===== src/rtl/mux_varredura_nx1.sv =====
// Registered N-channel multiplexer for multiplexed 7-segment drivers.
// Supports manual channel select and auto-scan with dwell time, blanking and one-hot enables.
module mux_varredura_nx1 #(
    parameter int WIDTH    = 4,
    parameter int CHANNELS = 4,
    parameter int DWELL    = 50000,
    parameter int BLANK    = 0,
    localparam int SEL_W   = $clog2(CHANNELS)
) (
    input  logic                      clk,
    input  logic                      rst_n,
    input  logic [CHANNELS*WIDTH-1:0] data_in,
    input  logic                      auto_en,
    input  logic [SEL_W-1:0]          sel,
    input  logic                      hold,
    output logic [WIDTH-1:0]          f,
    output logic [SEL_W-1:0]          ch_ativo,
    output logic [CHANNELS-1:0]       ch_en,
    output logic                      tick
);

    localparam int CNT_W = $clog2(DWELL);

    logic [CNT_W-1:0]    cnt_q, cnt_d;
    logic [SEL_W-1:0]    ch_d;
    logic [WIDTH-1:0]    f_d;
    logic [CHANNELS-1:0] onehot, en_d;
    logic                tick_d;
    logic                frozen;

    always_comb begin
        ch_d   = ch_ativo;
        cnt_d  = '0;
        tick_d = 1'b0;
        frozen = 1'b0;
        if (!auto_en) begin
            // Out-of-range selects leave the current channel in place.
            if (int'(sel) < CHANNELS) begin
                ch_d = sel;
            end
        end else if (hold) begin
            cnt_d  = cnt_q;
            frozen = 1'b1;
        end else if (int'(cnt_q) == DWELL - 1) begin
            tick_d = 1'b1;
            ch_d   = (int'(ch_ativo) == CHANNELS - 1) ? '0 : ch_ativo + 1'b1;
        end else begin
            cnt_d = cnt_q + 1'b1;
        end

        f_d    = '0;
        onehot = '0;
        for (int k = 0; k < CHANNELS; k++) begin
            if (ch_d == SEL_W'(k)) begin
                f_d       = data_in[k*WIDTH +: WIDTH];
                onehot[k] = 1'b1;
            end
        end

        if (frozen) begin
            en_d = ch_en;
        end else if (auto_en && (int'(cnt_d) < BLANK)) begin
            en_d = '0;
        end else begin
            en_d = onehot;
        end
    end

    always_ff @(posedge clk or negedge rst_n) begin
        if (!rst_n) begin
            cnt_q    <= '0;
            ch_ativo <= '0;
            f        <= '0;
            ch_en    <= '0;
            tick     <= 1'b0;
        end else begin
            cnt_q    <= cnt_d;
            ch_ativo <= ch_d;
            f        <= f_d;
            ch_en    <= en_d;
            tick     <= tick_d;
        end
    end

endmodule


===== config.mk =====
export PLATFORM = sky130hd
export DESIGN_NAME = mux_varredura_nx1
export DESIGN_NICKNAME = d
export VERILOG_FILES = /design/src/rtl/mux_varredura_nx1.sv
export SDC_FILE = /design/constraint.sdc
export NUM_CORES = 1
export LEC_CHECK = 0
export ABC_AREA = 1
export ABC_CLOCK_PERIOD_IN_PS = 2100
export CELL_PAD_IN_SITES_DETAIL_PLACEMENT = 1
export CELL_PAD_IN_SITES_GLOBAL_PLACEMENT = 2
export CORE_ASPECT_RATIO = 1.75
export CORE_MARGIN = 4
export CORE_UTILIZATION = 30
export DETAILED_ROUTE_END_ITERATION = 16
export PLACE_DENSITY = 0.84
export SLEW_MARGIN = 25
export SYNTH_ARGS = -nofsm -noshare
export SYNTH_HDL_FRONTEND = slang
export SYNTH_SLANG_ARGS = --single-unit

===== constraint.sdc =====
create_clock -name clk -period 2.1 [get_ports clk]
set_clock_uncertainty 0.05 [all_clocks]
set_input_delay 0.21 -clock clk [delete_from_list [all_inputs] [get_ports clk]]
set_output_delay 0.21 -clock clk [all_outputs]
set_load 0.01 [all_outputs]

==> qor.yml <==
clock_tree:
  ctsHoldBuffers: 0
  clk_path_buf_depth: 2
  clock_latency_ns: 0.28
  path_clk_slew_ns: 0.11
  cts_root_buf: "clkbuf_8"
  post_cts_buffers: 0
  cts_made_buffers: 3
  cts_resized: 0
  cts_max_level: 1
  numClockSinks: 27
  cts_tree: "done"
setup_path:
  slowest_delay_ns: 0.37
  cp_max_fo: 5
  required_ns: 2.22
  end_kind: "register"
  crit_slowest_cell: "dfrtp_1"
  worstSetupPathType: "reg2reg"
  r2r_end: "f[0]"
  worst-r2r-cell-count: 12
  cp_data_arrival_time_ns: 1.90
  worstPathCellList: "ha_1 > nand2_1 > inv_1 > nand2_2 > nor2_4 > nand2_1 > nand2_1 > nand2_2 > nand2_2 > nand3_4 > nand3_1 > nand4_1"
  r2r_setup_slack_ns: 0.32
  start_kind: "register"
  r2r-start: "cnt_q[1]"
timing:
  drv_slew: 0
  worst_pin_slew_ns: 0.365
  hold_viol: 0
  fmax_mhz: 562
  tns_ns: 0
  setup_viol_count_final: 0
  rsz0062_at_grt: "false"
  layout_min_cycle_time_ns: 1.78
  post-route-period-util_pct: 84.7
  relSlewSlack_pct: 75.7
synth:
  syn-mean-instance-area_um2: 8.41
  synthTopCellsByCount: "31 x nand2_1, 27 x dfrtp_1, 21 x nor2_1"
  synth.yosys.warnings: 0
  synth.distinct_cells: 33
  yosys_register_bits: 27
  postSynth.asyncResetShare_pct: 100
  synth.most_common_cell: "nand2_1"
  ys_seq_area_share_pct: 42.5
  synth_area_leaders: "dfrtp_1 42%, nand2_1 7.3%, nand3_1 5.4%, nor2_1 5.0%, inv_1 4.0%"
  synth_top_area_share_pct: 42.5
  synth_area_leader_cell: "dfrtp_1"
  syn_inst: 189
  yosys_most_used_dff: "dfrtp_1"
  syn_nets: 213
  netlist_area_mm2: 0.00159
  synth_edf_count: 0
power:
  power.total_mw: 1.12
  sw_frac_of_total_pct: 28.5
  p_per_area_mw_per_mm2: 550
  ir_drop_v: 0.000258
  power_frac_clock_pct: 28.4
  p_int_mw: 0.805
  p_seq_share_pct: 50.1
  power_frac_comb_pct: 21.5
  p_leak_nw: 0.881
  p_switching_mw: 0.320
die:
  die_w_um: 63.0
  core_mm2: 0.00506
  die_height_um: 104
  start_util_pct: 31.4
  die_area_mm2: 0.00658
  rows: 34
  io_pins: 33
drt:
  dr.pass1.iters: 2
  via_per_inst: 5.12
  postRouteWirelength_um: 4420
  drt_iter0_markers: 21
  postRouteAntennaNets: 0
  drc: 0
  wl_per_cell_um: 15.6
  num_vias: 1448
placed_design:
  gp_congestion: 0.734
  portBuffers: 32
  detailedPlacementHpwl_um: 3650
run:
  maxCapViolations: 0
final_layout:
  fillers: 617
  drive_gt1_share_pct: 19.7
  final_nets: 254
  syn2layout_area_growth_pct: 28.6
  diodes: 0
grt:
  antenna_found_initial: 0
  grt_max_degree: 28
  grt_pass1_wl_um: 7510
  grtUsageTotal_pct: 14.5
  grt.overflow.total: 0
  grt_pass1_vias: 1653
outcome:
  status: "completed"
min_path:
  holdCritPathClass: "in2async"
[layout by cell type, fill, tap and decap left out]
master,count
clkdlybuf4s50_1,32
nand2_1,31
dfrtp_1,27
nor2_1,21
inv_1,17
nand3_1,17
nand4_1,9
a21oi_1,9
nand2_2,7
buf_4,7
inv_2,5
nor2_4,4
nor2_2,4
nor3_1,4
o21ai_0,4
a211oi_1,4
nand3_2,3
nand2_4,3
clkbuf_8,3
or2_2,2
o21a_1,2
ha_1,2
nand3_4,1
nor4_1,1
inv_4,1
a2bb2oi_1,1
xor2_1,1
nor3_2,1
nor3b_1,1
o31ai_4,1
o31ai_2,1
nand4_2,1
o21ai_1,1
clkinvlp_4,1
[per-layer routing]
layer | wire, um | vias to the layer above | part of all wire, % | track usage, %
met1 | 1570 | 704 | 35 | 13.6
met2 | 2640 | 29 | 60 | 30.0
met3 | 134 | 7 | 3.0 | 1.95
met4 | 78 | 0 | 1.8 | 5.21
met5 | 0 | - | 0 | 0
li1 | - | 708 | - | -
[flip-flops by register name (all words and copies together) (netlist names)]
signal / flops
ch_ativo: 2
ch_en: 4
tick: 1
cnt_q: 16
f: 4
[final cells by class]
class / count / area (um2) / area share [%]
repair buffers: 39 / 373 / 18.2
well taps: 54 / 67.6 / 3.30
flip-flops and latches: 27 / 676 / 33.0
inverters: 23 / 88.8 / 4.34
clock buffers: 3 / 41.3 / 2.02
multi-input cells: 136 / 792 / 38.7
clock inverters: 1 / 7.51 / 0.367
[power groups by stage]
stage | Clock (mW) | Combinational (mW) | Sequential [mW]
floorplan | 0 | 0.105 | 0.585
CTS | 0.335 | 0.250 | 0.564
detailed placement | 0 | 0.249 | 0.573
global placement | 0 | 0.246 | 0.574
global route | 0.348 | 0.267 | 0.569
finish | 0.319 | 0.242 | 0.563
[cell families after synthesis]
family	after synthesis	share of synthesized area, %
buf+inv	26	7.71
xor+xnor	1	0.551
compound gates	23	9.91
simple gates	110	37.8
fa+ha+maj	2	1.57
flops	27	42.5
[worst max-delay path: cells and delay by family (launching register included)]
family                   cells  cell delay, ns
flip-flops                   1            0.37
adder cells (fa/ha/maj)      1            0.16
buffers and inverters        1            0.08
AND/OR/NAND/NOR             10            0.98
[how the worst max path moves through the flow]
stage / from / to / slack (ns)
2_1_floorplan: cnt_q[0] / f[0] / 0.50
3_3_place_gp: auto_en / cnt_q[8] / 0.19
3_5_place_dp: auto_en / cnt_q[8] / 0.22
4_1_cts: cnt_q[1] / f[0] / 0.29
5_1_grt: cnt_q[1] / f[0] / 0.12
6_report: cnt_q[1] / f[0] / 0.32
[stage by stage]
step | worst slack [ns] | area, um2 | utilization [%] | cells | hold WS, ns
after global placement | 0.187 | 2000 | 39.4 | 279 | 0.414
final | 0.322 | 2050 | 40.4 | 283 | 0.248
after floorplan | 0.504 | 1590 | - | 189 | -0.136
after detailed placement | 0.224 | 2000 | 39.4 | 279 | 0.414
after global routing | 0.115 | 2050 | 40.4 | 283 | 0.268
after CTS | 0.290 | 2050 | 40.4 | 283 | 0.257
(Power assumes the default switching activity.)
